[src/rtl/blinds_motor_ctrl.sv]
// Blinds motor controller: moves the blind position toward a latched preset,
// with a motor-off dead time before every direction change.
module blinds_motor_ctrl #(
    parameter int POS_W    = 8,
    parameter int SEL_W    = 2,
    parameter int MAX_POS  = (1 << POS_W) - 1,
    parameter int DEAD_CYC = 2
) (
    input  logic                            clk,
    input  logic                            rst,
    input  logic [(2**SEL_W)*POS_W-1:0]     presets,
    input  logic [SEL_W-1:0]                sel,
    input  logic                            go,
    input  logic                            stop,
    input  logic                            step_en,
    output logic [POS_W-1:0]                pos,
    output logic                            motor_up,
    output logic                            motor_down,
    output logic                            busy,
    output logic                            done
);

    typedef enum logic [1:0] {
        IDLE  = 2'd0,
        UP    = 2'd1,
        DOWN  = 2'd2,
        BRAKE = 2'd3
    } state_t;

    localparam logic [POS_W-1:0] MAXP  = POS_W'(MAX_POS);
    localparam logic [3:0]       DC_LD = 4'(DEAD_CYC - 1);

    state_t           st_q, st_d;
    logic [POS_W-1:0] pos_q, pos_d;
    logic [POS_W-1:0] tgt_q, tgt_d;
    logic             pend_q, pend_d;
    logic [3:0]       cnt_q, cnt_d;
    logic             done_d;
    logic             up_q, dn_q, busy_q, done_q;
    logic [POS_W-1:0] raw_tgt;
    logic [POS_W-1:0] go_tgt;
    logic             req;

    // Requested target, clamped to the fully-open limit.
    always_comb begin
        raw_tgt = presets[int'(sel)*POS_W +: POS_W];
        go_tgt  = (raw_tgt > MAXP) ? MAXP : raw_tgt;
    end

    // Next-state: stepping first, then stop/go/arrival decisions
    // against the post-step position.
    always_comb begin
        st_d   = st_q;
        pos_d  = pos_q;
        tgt_d  = tgt_q;
        pend_d = pend_q;
        cnt_d  = cnt_q;
        done_d = 1'b0;
        req    = 1'b0;
        unique case (st_q)
            IDLE: begin
                if (go && !stop) begin
                    tgt_d = go_tgt;
                    if (go_tgt > pos_q)      st_d = UP;
                    else if (go_tgt < pos_q) st_d = DOWN;
                    else                     done_d = 1'b1;
                end
            end
            UP, DOWN: begin
                if (step_en) begin
                    if (st_q == UP && pos_q < MAXP)
                        pos_d = pos_q + 1'b1;
                    if (st_q == DOWN && pos_q != '0)
                        pos_d = pos_q - 1'b1;
                end
                if (stop) begin
                    st_d   = BRAKE;
                    pend_d = 1'b0;
                    cnt_d  = DC_LD;
                end else if (go) begin
                    tgt_d = go_tgt;
                    if (go_tgt == pos_d) begin
                        st_d   = IDLE;
                        done_d = 1'b1;
                    end else if ((st_q == UP) != (go_tgt > pos_d)) begin
                        st_d   = BRAKE;
                        pend_d = 1'b1;
                        cnt_d  = DC_LD;
                    end
                end else if (pos_d == tgt_q) begin
                    st_d   = IDLE;
                    done_d = 1'b1;
                end
            end
            BRAKE: begin
                if (stop) begin
                    pend_d = 1'b0;
                end else if (go) begin
                    tgt_d  = go_tgt;
                    pend_d = 1'b1;
                end
                if (cnt_q == '0) begin
                    req    = pend_d;
                    pend_d = 1'b0;
                    st_d   = IDLE;
                    if (req) begin
                        if (tgt_d > pos_q)      st_d = UP;
                        else if (tgt_d < pos_q) st_d = DOWN;
                        else                    done_d = 1'b1;
                    end
                end else begin
                    cnt_d = cnt_q - 4'd1;
                end
            end
            default: st_d = IDLE;
        endcase
    end

    // State and registered outputs; reset overrides every input.
    always_ff @(posedge clk) begin
        if (rst) begin
            st_q   <= IDLE;
            pos_q  <= '0;
            tgt_q  <= '0;
            pend_q <= 1'b0;
            cnt_q  <= '0;
            up_q   <= 1'b0;
            dn_q   <= 1'b0;
            busy_q <= 1'b0;
            done_q <= 1'b0;
        end else begin
            st_q   <= st_d;
            pos_q  <= pos_d;
            tgt_q  <= tgt_d;
            pend_q <= pend_d;
            cnt_q  <= cnt_d;
            up_q   <= (st_d == UP);
            dn_q   <= (st_d == DOWN);
            busy_q <= (st_d != IDLE);
            done_q <= done_d;
        end
    end

    assign pos        = pos_q;
    assign motor_up   = up_q;
    assign motor_down = dn_q;
    assign busy       = busy_q;
    assign done       = done_q;

endmodule

[config.mk]
export PLATFORM = sky130hd
export DESIGN_NAME = blinds_motor_ctrl
export DESIGN_NICKNAME = d
export VERILOG_FILES = /design/src/rtl/blinds_motor_ctrl.sv
export SDC_FILE = /design/constraint.sdc
export NUM_CORES = 1
export LEC_CHECK = 0
export ABC_CLOCK_PERIOD_IN_PS = 10700
export BUFFER_PORTS_ARGS = -buffer_cell sky130_fd_sc_hd__buf_2
export CAP_MARGIN = 20
export CELL_PAD_IN_SITES_DETAIL_PLACEMENT = 0
export CELL_PAD_IN_SITES_GLOBAL_PLACEMENT = 2
export CORE_MARGIN = 2
export CORE_UTILIZATION = 36
export CTS_CLUSTER_DIAMETER = 80
export DETAILED_ROUTE_END_ITERATION = 10
export MAX_ROUTING_LAYER = met4
export PLACE_DENSITY_LB_ADDON = 0.1
export SLEW_MARGIN = 20
export SYNTH_ARGS = -nofsm -noshare
export SYNTH_HDL_FRONTEND = slang
export SYNTH_SLANG_ARGS = --single-unit
[constraint.sdc]
create_clock -name clk -period 10.7 [get_ports clk]
set_input_delay 2.14 -clock clk [delete_from_list [all_inputs] [get_ports clk]]
set_output_delay 2.14 -clock clk [all_outputs]
set_load 0.005 [all_outputs]
# Word-level counts from Yosys, hierarchy flattened
# Index checks and enable logic that the tools add are counted.
classes:
  n_reduce_logical: 12
  n_shift: 1
  magnitude_cmp: 7
  addsub: 3
  n_mux: 50
  n_eq_ne: 13
op_table:
  columns: ["operator", "count"]
  rows:
  - ["8-bit 2-to-1 mux", 9]
  - ["32-bit by 6-bit indexed part select with 8-bit output", 1]
  - ["8-bit greater-than comparator", 3]
  - ["2-bit 2-to-1 mux", 12]
  - ["8-bit one-hot mux with 3 select lines", 1]
  - ["4-bit 2-to-1 mux", 5]
  - ["1-bit 2-to-1 mux", 19]
  - ["8-bit == test", 2]
  - ["8-bit less-than comparator", 2]
  - ["3-bit != test (second input constant)", 3]
  - ["8-bit by 1-bit adder with 8-bit output (second input constant)", 1]
  - ["8-bit greater-than comparator (second input constant)", 1]
  - ["8-bit less-than comparator (second input constant)", 1]
  - ["4-bit one-hot mux with 2 select lines", 1]
  - ["8-bit nonzero test", 1]
  - ["8-bit by 1-bit subtractor with 8-bit output (second input constant)", 1]
  - ["2-bit == test (second input constant)", 3]
  - ["2-bit one-hot mux with 3 select lines", 1]
  - ["5-bit AND reduction", 1]
  - ["2-bit by 1-bit == test with 1-bit output (second input constant)", 2]
  - ["4-bit zero test", 1]
  - ["2-bit != test (second input constant)", 2]
  - ["4-bit AND reduction", 1]
  - ["2-bit nonzero test", 2]
  - ["other kinds (8)", 10]
word_totals:
  register_bits: 27

# Logic depth before layout (Yosys ltp)
# Gate-level depths: netlist of run 1.
depth:
  ltp_word: 14
  depth_mapped: 17

# Least setup slack after synthesis of run 1
# Ideal clock, no wire load.
synth_timing:
  kind: "input port to flip-flop"
  start: "input port sel[0]"
  end: "register busy_q (netlist: busy)"
  arrival_time_ns: 5.385
  setup_slack_ns: 5.188
  path_buffers: 1
  path_stages: 12
  path_cell_list: "clkbuf_1 > mux4_2 > ha_1 > and4b_1 > a2111oi_0 > o21a_1 > nor2_1 > a211oi_1 > a311o_1 > nor3_1 > a21o_2 > o21bai_1"
synth_between:
  elab_chain_cells: 13
  elab_cells_between_ends: 26
  cone_classes: "6 x order compare; 2 x eq/ne; 1 x shift; 16 x mux; 1 x reduce/logical"
synth_lines:
  columns: ["element", "line", "rtl"]
  rows:
  - ["start, declared", "12", "input logic [SEL_W-1:0] sel,"]
  - ["32-bit by 6-bit indexed part select with 8-bit output *", "46", "raw_tgt = presets[int'(sel)*POS_W +: POS_W];"]
  - ["8-bit greater-than comparator", "47", "go_tgt = (raw_tgt > MAXP) ? MAXP : raw_tgt;"]
  - ["8-bit 2-to-1 mux *", "47", null]
  - ["8-bit 2-to-1 mux", "98", "end else if (go) begin"]
  - ["8-bit 2-to-1 mux", "96", "if (stop) begin"]
  - ["8-bit 2-to-1 mux", "60", "unique case (st_q)"]
  - ["8-bit less-than comparator", "108", "else if (tgt_d < pos_q) st_d = DOWN;"]
  - ["2-bit 2-to-1 mux", "108", null]
  - ["2-bit 2-to-1 mux", "107", "if (tgt_d > pos_q) st_d = UP;"]
  - ["2-bit 2-to-1 mux", "106", "if (req) begin"]
  - ["2-bit 2-to-1 mux", "102", "if (cnt_q == '0) begin"]
  - ["2-bit one-hot mux with 3 select lines *", "60", null]
  - ["2-bit nonzero test *", "139", "busy_q <= (st_d != IDLE);"]
  - ["end signal, assigned", "139", null]
  - ["end, declared", "39", "logic up_q, dn_q, busy_q, done_q;"]
# Every way passes the cells marked *; elsewhere a longest branch is shown, timed or not. The select of a mux whose other input is x is not followed.
# A chain may end at the register's enable or synchronous reset.

# Worst setup path in the final report of run 1
layout_timing:
  start: "input port step_en"
  end: "register busy_q (netlist: busy)"
layout_between:
  elab_chain_cells: 10
  elab_cells_between_ends: 13
  cone_classes: "1 x order compare; 3 x eq/ne; 8 x mux; 1 x reduce/logical"
layout_lines:
  columns: ["element", "line", "rtl"]
  rows:
  - ["start, declared", "15", "input logic step_en,"]
  - ["8-bit 2-to-1 mux *", "70", "if (step_en) begin"]
  - ["8-bit 2-to-1 mux *", "60", null]
  - ["8-bit greater-than comparator", "85", "end else if ((st_q == UP) != (go_tgt > pos_d)) begin"]
  - ["1-bit != test", "85", null]
  - ["2-bit 2-to-1 mux", "85", null]
  - ["2-bit 2-to-1 mux", "82", "if (go_tgt == pos_d) begin"]
  - ["2-bit 2-to-1 mux *", "80", "end else if (go) begin"]
  - ["2-bit 2-to-1 mux *", "76", "if (stop) begin"]
  - ["2-bit one-hot mux with 3 select lines *", "60", null]
  - ["2-bit nonzero test *", "139", null]
# Marked as above.

==> results of run 1 <==
power groups by stage:
stage	registers, mW	logic [mW]	clock network (mW)
after CTS	0.146	0.344	0.0674
after detailed placement	0.149	0.343	0
after global routing	0.151	0.392	0.0702
after floorplan	0.139	0.264	0
after global placement	0.149	0.346	0
final	0.147	0.344	0.0630
routing by layer:
layer | up-vias | wire, um
li1 | 1469 | -
met4 | 0 | 155
met3 | 11 | 403
met1 | 1382 | 4220
met2 | 101 | 4130
met5 | - | 0
area by class of cell:
class	count	area [um2]	area share, %
Tap cell	105	131	3.98
Timing Repair Buffer	50	250	7.58
Clock buffer	3	41.3	1.25
Inverter	21	78.8	2.39
Clock inverter	1	7.51	0.227
Multi-Input combinational cell	312	2250	68.2
Sequential cell	27	541	16.4
through the flow:
step / utilization [%] / power [mW] / cells
2_1_floorplan: - / 0.403 / 377
3_3_place_gp: 40.0 / 0.495 / 515
3_5_place_dp: 40.0 / 0.492 / 515
4_1_cts: 40.6 / 0.558 / 519
5_1_grt: 40.6 / 0.613 / 519
6_report: 40.6 / 0.554 / 519
sequential cells by signal, summed over array words and instances (netlist names), 2 cells and up:
signal / cells
tgt_q: 8
cnt_q: 4
pos: 8
st_q: 2
worst min-delay path: stages (launching register included):
cell	delay, ns
dfxtp_1	0.35
nand2_1	0.06
a21oi_1	0.05
kinds of logic after synthesis:
logic type,after synthesis,synth area share (%)
flip-flops,27,18.1
buffers and inverters,38,6.26
AND/OR/NAND/NOR,145,23.7
XOR/XNOR,14,4.12
multiplexers,15,8.44
AO/OA/AOI/OAI,105,25.5
adder cells (fa/ha/maj),33,13.9
placed cells by master, fill, tap and decap left out, types with 2 or more instances in the layout:
master     count
o211ai_1       3
buf_2         50
or3_1          2
nand4b_1       2
or4_1          2
dfxtp_1       27
nand4_1        5
nand2b_1       3
or3b_2         2
nor3_1        12
xnor2_1       11
mux2i_1        6
o21ai_0       23
a211oi_2       2
nand3_1       15
o21a_1         6
o31ai_1        2
nor4_1         4
and3_1         3
nand2_1       43
a21o_1         3
o2111ai_1      2
inv_1         20
mux4_2         8
ha_1          33
o21bai_1       3
nor2b_1        5
o21ai_1        3
a221oi_1       3
clkbuf_8       3
or4_4          2
nor2_1        37
xor2_1         3
and2_1         3
a21oi_1       23
a211oi_1       3
a311o_1        2
o22ai_1        5
final timing paths:
kind	start	slack (ns)	to	cells after the start
worst max-delay path	step_en	4.93	busy	15
worst min-delay path	cnt_q[3]	0.50	cnt_q[3]	2
worst max register to register	pos[0]	5.63	busy	16
worst min register to register	cnt_q[3]	0.50	cnt_q[3]	2
==> impl_metrics.tcl, run 1 <==
set metrics [dict create \
    ant_nets 0 \
    syn_area_per_cell_um2 7.90 \
    antenna_found_initial 0 \
    io_pins 51 \
    syn_nets 449 \
    drive_above_1_share_pct 19.3 \
    grt_use_met2_pct 36.3 \
    start_kind "input pin" \
    cts_buffer_depth 2 \
    skew_ns 0.00356 \
    grtUsageMet3_pct 2.55 \
    syn_to_final_growth_pct 10.8 \
    tightest_slew_ns 1.08 \
    via_per_inst 5.71 \
    clk_pin_slew_ns 0.11 \
    pwr-share-clk_pct 11.4 \
    finalCritPeriodShare_pct 53.9 \
    p_sw_share_pct 48.0 \
    io_buffers 50 \
    ys.flop_type "dfxtp_1" \
    ys_ff_latch 27 \
    routed_wl_mm 8.91 \
    gp_congestion 0.826 \
    final_cell_area_um2 3300 \
    num_antenna_cells 0 \
    powerDensity_nw_per_um2 168 \
    yosysTopAreaCellShare_pct 18.1 \
    rsz0062_at_grt "false" \
    synth-edff-count 0 \
    maxCapViolCount 0 \
    min_path_type "reg2reg" \
    die_w_um 95.0 \
    synth.most_common_cell "nand2_1" \
    cts-htree-levels 1 \
    fmax_mhz 173 \
    cpMaxStageDelayCell "a211oi_1" \
    final_nets 487 \
    cts_tree "built" \
    pwr-share-comb_pct 62.1 \
    drc 0 \
    critPathKind "in2reg" \
    core-area_um2 8130 \
    syn_inst 377 \
    yosysTopAreaCell "dfxtp_1" \
    grt-busiest-layer "met2" \
    path_buf_inv 1 \
    setup_ws_ns 4.93 \
    drt_pass1_iterations 6 \
    cp_cell_sequence "buf_2 > nand2_1 > o21bai_1 > o41ai_4 > xnor2_1 > ha_1 > and4b_1 > a2111oi_0 > o21a_1 > nor2_1 > a211oi_1 > a311o_1 > nor3_1 > a21o_2 > o21bai_1" \
    vias 2963 \
    endpoint_kind "flip-flop" \
    drtIter0Drc 154 \
    cts-root-buf "clkbuf_8" \
    ctsResizeCount 0 \
    drt-wirelength-per-cell_um 17.2 \
    async_flop_share_pct 0 \
    dp_hpwl_mm 7.15 \
    yosysSeqAreaShare_pct 18.1 \
    slew_headroom_pct 27.3 \
    die_area_um2 9020 \
    hold_viol_final 0 \
    internal_power_uw 288 \
    p_leak_nw 1.38 \
    setup_tns_ns 0 \
    crit_top_cell "o21bai_1" \
    synth_common_cells "nand2_1 (43), nor2_1 (37), ha_1 (33), dfxtp_1 (27)" \
    syn_area_um2 2980 \
    power.switching_uw 266 \
    critPathRequiredTime_ns 10.86 \
    worstPathMaxFanout 10 \
    hold_ws_ns 0.501 \
    setup_viol 0 \
    hold_buffers 0 \
    cts.sinks 27 \
    start_util_pct 36.6 \
    gr-total-overflow 0 \
    met1_usage_pct 28.1 \
    drv_slew 0 \
    cp.arrival_ns 5.93 \
    cp_top_family "compound AO/OA/AOI/OAI gates" \
    grt_pass1_wl_mm 15.0 \
    cts_setup_buffers 0 \
    globalRouteTotalUtil_pct 22.0 \
    die_h_um 95.0 \
    grt_pass1_vias 3038 \
    grt_max_degree 28 \
    cts_made_buffers 3 \
    ir_drop_mv 0.0724 \
    pre_cts_ws_ns 4.68 \
    cp_slowest_stage_delay_ns 0.60 \
    seqPwrFrac_pct 26.5 \
    synthTopCellsByArea "dfxtp_1 (18%), ha_1 (14%), mux4_2 (6.0%), nand2_1 (5.4%), nor2_1 (4.7%)" \
    dpl-instance-area_um2 3250 \
    clk_latency_ns 0.28 \
    core.rowCount 33 \
    fillers 854 \
    status "finished clean" \
    fin_crit_ns 5.77 \
    synth.distinct_cells 71 \
    yosysWarnings 0 \
]
Note: power is estimated with default switching activity, not from simulation.
==> inputs of run 2 (changes only) <==
--- a/config.mk
+++ b/config.mk
@@ -5,13 +5,13 @@
 export SDC_FILE = /design/constraint.sdc
 export NUM_CORES = 1
 export LEC_CHECK = 0
-export ABC_CLOCK_PERIOD_IN_PS = 10700
+export ABC_CLOCK_PERIOD_IN_PS = 5420
 export BUFFER_PORTS_ARGS = -buffer_cell sky130_fd_sc_hd__buf_2
 export CAP_MARGIN = 20
 export CELL_PAD_IN_SITES_DETAIL_PLACEMENT = 0
 export CELL_PAD_IN_SITES_GLOBAL_PLACEMENT = 2
 export CORE_MARGIN = 2
-export CORE_UTILIZATION = 36
+export CORE_UTILIZATION = 33
 export CTS_CLUSTER_DIAMETER = 80
 export DETAILED_ROUTE_END_ITERATION = 10
 export MAX_ROUTING_LAYER = met4
==> constraint.sdc (replaced) <==
create_clock -name clk -period 5.42 [get_ports clk]
set_input_delay 1.084 -clock clk [delete_from_list [all_inputs] [get_ports clk]]
set_output_delay 1.084 -clock clk [all_outputs]
set_load 0.005 [all_outputs]
==> impl_metrics.tcl, run 2 (synthesis gave the netlist of run 1 again) <==
set metrics [dict create \
    critPathKind "reg2reg" \
    vias 2963 \
    core-area_um2 8720 \
    drv_slew 0 \
    cp_top_family "compound AO/OA/AOI/OAI gates" \
    cts_buffer_depth 2 \
    endpoint_kind "flip-flop" \
    rsz0062_at_grt "false" \
    final_cell_area_um2 3340 \
    io_pins 51 \
    cts-htree-levels 1 \
    dpl-instance-area_um2 3290 \
    hold_buffers 0 \
    fin_crit_ns 4.64 \
    drt_pass1_iterations 4 \
    layout_common_cells "buf_2 (50), nand2_1 (43), nor2_1 (37)" \
    reg2regPathDepth 17 \
    cpMaxStageDelayCell "or3b_2" \
    final_common_cell "buf_2" \
    fin_cells 527 \
    drtIter0Drc 137 \
    pre_cts_ws_ns 0.728 \
    status "finished clean" \
    routed_wl_mm 9.10 \
    drive_above_1_share_pct 20.3 \
    setup_tns_ns 0 \
    hold_viol_final 0 \
    crit_end "motor_down" \
    cts_tree "built" \
    final_nets 492 \
    fillers 929 \
    ctsResizeCount 0 \
    antenna_found_initial 0 \
    die_h_um 99.0 \
    p_leak_nw 1.40 \
    reg2reg_slack_ns 0.78 \
    setup_viol 0 \
    start_util_pct 34.2 \
    powerDensity_nw_per_um2 330 \
    ir_drop_mv 0.119 \
    cts_setup_buffers 0 \
    grt_pass1_wl_mm 15.0 \
    num_antenna_cells 0 \
    cts-root-buf "clkbuf_8" \
    skew_ns 0.00964 \
    critPathLaunch "pos[0]" \
    gr-total-overflow 0 \
    drc 0 \
    io_buffers 50 \
    dp_hpwl_mm 7.35 \
    via_per_inst 5.62 \
    clk_latency_ns 0.29 \
    finalCritPeriodShare_pct 85.5 \
    die_w_um 99.0 \
    ant_nets 0 \
    cp_cell_sequence "clkinv_1 > ha_1 > or3b_2 > o21ai_1 > o21ai_0 > a22o_1 > ha_1 > and4b_1 > a2111oi_0 > o21a_1 > o211a_1 > a211oi_1 > buf_4 > a311o_1 > a211oi_1 > a21o_2 > and2_1" \
    worstPathMaxFanout 10 \
    grt_max_degree 28 \
    clk_pin_slew_ns 0.11 \
    cp.arrival_ns 4.88 \
    r2r-start "pos[0]" \
    drt-wirelength-per-cell_um 17.3 \
    gp_congestion 0.838 \
    slew_headroom_pct 24.7 \
    path_buf_inv 2 \
    fmax_mhz 216 \
    cts.sinks 27 \
    globalRouteTotalUtil_pct 19.7 \
    grt_pass1_vias 2933 \
    tightest_slew_ns 1.12 \
    cts_made_buffers 3 \
    critPathRequiredTime_ns 5.66 \
    min_path_type "reg2reg" \
    cp_num_cells 17 \
    setup_ws_ns 0.784 \
    core.rowCount 34 \
    placed_cells 523 \
    die_area_um2 9800 \
    cp_slowest_stage_delay_ns 0.53 \
    r2r-end "motor_down" \
    start_kind "flip-flop" \
    syn_to_final_growth_pct 12.2 \
    maxCapViolCount 0 \
]
run 2: changes by cell type in the layout (fill, tap and decap cells not counted), sizes merged:
cell,delta
buf,+5
run 2: per-stage QoR:
stage	power, mW	util (%)	hold WS (ns)
after floorplan	0.796	-	0.459
after detailed placement	0.977	37.8	0.484
after CTS	1.12	38.3	0.503
after global placement	0.985	37.8	0.491
final	1.10	38.3	0.499
after global routing	1.22	38.3	0.538
run 2: worst register-to-register path, cell delays in order (launching register included):
cell and delay, ns:
dfxtp_1 0.44, clkinv_1 0.21, ha_1 0.21, or3b_2 0.53
o21ai_1 0.47, o21ai_0 0.17, a22o_1 0.25, ha_1 0.31
and4b_1 0.17, a2111oi_0 0.41, o21a_1 0.23, o211a_1 0.16
a211oi_1 0.05, buf_4 0.16, a311o_1 0.34, a211oi_1 0.23
a21o_2 0.14, and2_1 0.11
run 2: final cells by class:
| type | instances | area, um2 | area share, % |
|---|---|---|---|
| Clock buffer | 3 | 41.3 | 1.24 |
| Clock inverter | 1 | 7.51 | 0.225 |
| Inverter | 21 | 78.8 | 2.36 |
| Multi-Input combinational cell | 312 | 2250 | 67.4 |
| Sequential cell | 27 | 541 | 16.2 |
| Tap cell | 108 | 135 | 4.04 |
| Timing Repair Buffer | 55 | 288 | 8.61 |
run 2: routing by layer:
layer / GRT usage, % / routed length, um / vias to the layer above
met5: - / 0 / -
met4: 7.59 / 283 / 0
met3: 2.41 / 408 / 21
met2: 31.2 / 4040 / 87
met1: 25.7 / 4370 / 1374
li1: - / - / 1481
run 2: report_power, final:
group          switching [mW]  total, mW  internal, mW
Combinational           0.409      0.690         0.280
Clock                  0.0742      0.127        0.0525
Sequential             0.0473      0.288         0.240
run 2: how the worst min path moves through the flow:
stage	from	endpoint	slack [ns]	cells after the start
after floorplan	cnt_q[3]	cnt_q[3]	0.46	2
final	cnt_q[3]	cnt_q[3]	0.50	2
after detailed placement	cnt_q[3]	cnt_q[3]	0.48	2
after CTS	cnt_q[3]	cnt_q[3]	0.50	2
after global routing	cnt_q[3]	cnt_q[3]	0.54	2
after global placement	cnt_q[3]	cnt_q[3]	0.49	2
==> inputs of run 3 (changes only) <==
--- a/config.mk
+++ b/config.mk
@@ -5,13 +5,14 @@
 export SDC_FILE = /design/constraint.sdc
 export NUM_CORES = 1
 export LEC_CHECK = 0
+export ABC_AREA = 1
 export ABC_CLOCK_PERIOD_IN_PS = 5420
 export BUFFER_PORTS_ARGS = -buffer_cell sky130_fd_sc_hd__buf_2
 export CAP_MARGIN = 20
 export CELL_PAD_IN_SITES_DETAIL_PLACEMENT = 0
 export CELL_PAD_IN_SITES_GLOBAL_PLACEMENT = 2
 export CORE_MARGIN = 2
-export CORE_UTILIZATION = 33
+export CORE_UTILIZATION = 30
 export CTS_CLUSTER_DIAMETER = 80
 export DETAILED_ROUTE_END_ITERATION = 10
 export MAX_ROUTING_LAYER = met4
==> impl_metrics.tcl, run 3 <==
set metrics [dict create \
    die_h_um 104 \
    maxCapViolCount 0 \
    drt-wirelength-per-cell_um 13.4 \
    p_total_mw 1.89 \
    yosysTopAreaCellShare_pct 18.5 \
    hold_buffers 0 \
    r2r-start "st_q[0]" \
    gp_congestion 0.841 \
    setup_tns_ns 0 \
    final_nets 614 \
    final_util_pct 34.7 \
    pwr-share-clk_pct 7.0 \
    pwr-share-comb_pct 71.9 \
    hold_viol_final 0 \
    num_antenna_cells 0 \
    drt_pass1_iterations 4 \
    syn_area_um2 3010 \
    start_kind "flip-flop" \
    grt_pass1_wl_mm 14.6 \
    worstPathMaxFanout 8 \
    slew_headroom_pct 65.2 \
    syn_inst 502 \
    yosysSeqAreaShare_pct 18.0 \
    drc 0 \
    cts_made_buffers 3 \
    fin_crit_ns 3.95 \
    powerDensity_nw_per_um2 558 \
    critPathRequiredTime_ns 5.61 \
    fillers 1129 \
    skew_ns 0.00934 \
    clk_pin_slew_ns 0.12 \
    async_flop_share_pct 0 \
    globalRouteTotalUtil_pct 17.2 \
    layout_common_cells "nand2_1 (148), inv_1 (64), nand3_1 (57)" \
    internal_power_uw 816 \
    seqPwrFrac_pct 21.1 \
    ys.flop_type "dfxtp_1" \
    synth-edff-count 0 \
    syn_area_per_cell_um2 5.99 \
    cp.arrival_ns 4.13 \
    dp_hpwl_mm 7.45 \
    yosysTopAreaCell "nand2_1" \
    cts_tree "built" \
    drive_above_1_share_pct 15.9 \
    min_path_type "reg2reg" \
    p_sw_share_pct 56.9 \
    cts.sinks 27 \
    syn_nets 574 \
    synth_common_cells "nand2_1 (148), inv_1 (64), nand3_1 (57), ha_1 (33), o21ai_0 (33)" \
    cts_setup_buffers 0 \
    gr-total-overflow 0 \
    ir_drop_mv 0.170 \
    p_leak_nw 1.77 \
    rsz0062_at_grt "false" \
    vias 3197 \
    drv_slew 0 \
    via_per_inst 4.74 \
    cts-root-buf "clkbuf_8" \
    core-area_um2 9770 \
    cts_buffer_depth 2 \
    grt_max_degree 18 \
    start_util_pct 30.8 \
    drtIter0Drc 123 \
    core.rowCount 36 \
    synth.distinct_cells 36 \
    critPathLaunch "st_q[0]" \
    io_buffers 50 \
    setup_viol 0 \
    cts-htree-levels 1 \
    tightest_slew_ns 0.522 \
    die_area_um2 10800 \
    fmax_mhz 253 \
    power.switching_mw 1.08 \
    clk_latency_ns 0.29 \
    critPathKind "reg2reg" \
    grt_pass1_vias 2830 \
    yosysWarnings 0 \
    syn_to_final_growth_pct 12.9 \
    antenna_found_initial 0 \
    synthTopCellsByArea "nand2_1 (18%), dfxtp_1 (18%), ha_1 (14%), nand3_1 (9.5%), inv_1 (8.0%)" \
    finalCritPeriodShare_pct 72.8 \
    synth.most_common_cell "nand2_1" \
    endpoint_kind "flip-flop" \
    io_pins 51 \
    min-delay-start "pend_q" \
    ant_nets 0 \
    status "finished clean" \
    die_w_um 104 \
    ys_ff_latch 27 \
    final_common_cell "nand2_1" \
    ctsResizeCount 0 \
    routed_wl_mm 9.06 \
]
## run 3: cell count changes after synthesis, sizes merged, moves of 8 or more
| cell | change |
|---|---|
| nand2 | +123 |
| inv | +50 |
| nand3 | +44 |
| xnor2 | -11 |
| nor2 | -10 |
| nor3 | -9 |
| o21ai | +9 |
| a31oi | +8 |
| mux4 | -8 |
| o21a | -8 |
## run 3: worst paths after layout
check / depth (start not counted) / to / slack, ns
hold reg to reg: 2 / pend_q / 0.52
hold / removal: 2 / pend_q / 0.52
setup / recovery: 20 / cnt_q[3] / 1.47
setup reg to reg: 20 / cnt_q[3] / 1.47
## run 3: final cells by class
| type | instances | area [um2] | share of cell area, % |
|---|---|---|---|
| Tap cell | 133 | 166 | 4.90 |
| Inverter | 71 | 269 | 7.92 |
| Clock buffer | 3 | 41.3 | 1.22 |
| Sequential cell | 27 | 541 | 15.9 |
| Timing Repair Buffer | 50 | 250 | 7.37 |
| Multi-Input combinational cell | 389 | 2120 | 62.5 |
| Clock inverter | 1 | 7.51 | 0.221 |
## run 3: stage by stage
stage | area [um2] | setup WS, ns | hold slack (ns) | std cells
after floorplan | 3010 | 1.70 | 0.462 | 502
after global placement | 3350 | 1.29 | 0.499 | 670
after detailed placement | 3350 | 1.19 | 0.483 | 670
after CTS | 3400 | 1.41 | 0.512 | 674
after global routing | 3400 | 1.01 | 0.534 | 674
final | 3400 | 1.47 | 0.516 | 674
## run 3: logic make-up after synthesis
| group | after synthesis | share of synthesized area [%] |
|---|---|---|
| and+or+nand+nor | 275 | 41.8 |
| buffers and inverters | 86 | 11.5 |
| AOI/OAI and AO/OA | 80 | 14.7 |
| adders and majority gates | 33 | 13.7 |
| DFF | 27 | 18.0 |
| xor gates and xnor gates | 1 | 0.291 |
## run 3: critical path, cell delays in order (launching register included)
cell and delay (ns):
dfxtp_1 0.47, inv_1 0.16, ha_1 0.38, nand2_1 0.19, nand3_1 0.14, a21oi_1 0.18, nand2_1 0.10, nand2_2 0.09
inv_1 0.05, ha_1 0.29, nand2_1 0.08, nor4_1 0.43, inv_1 0.13, nand2_1 0.10, xor2_1 0.22, nand2_1 0.07
nand2_1 0.10, inv_1 0.07, o21ai_1 0.28, o21ai_0 0.13, nor3b_1 0.15
## run 3: routing by layer
metal | global-route usage [%] | vias up | wire length [um]
li1 | - | 1727 | -
met1 | 23.3 | 1391 | 4600
met2 | 27.8 | 73 | 4050
met3 | 1.44 | 6 | 296
met4 | 3.96 | 0 | 110
met5 | - | - | 0
## run 3: power by group through the flow
stage,Sequential (mW),Combinational [mW],Clock [mW]
2_1_floorplan,0.360,1.06,0
3_3_place_gp,0.409,1.37,0
3_5_place_dp,0.409,1.37,0
4_1_cts,0.404,1.38,0.140
5_1_grt,0.419,1.57,0.146
6_report,0.400,1.36,0.133
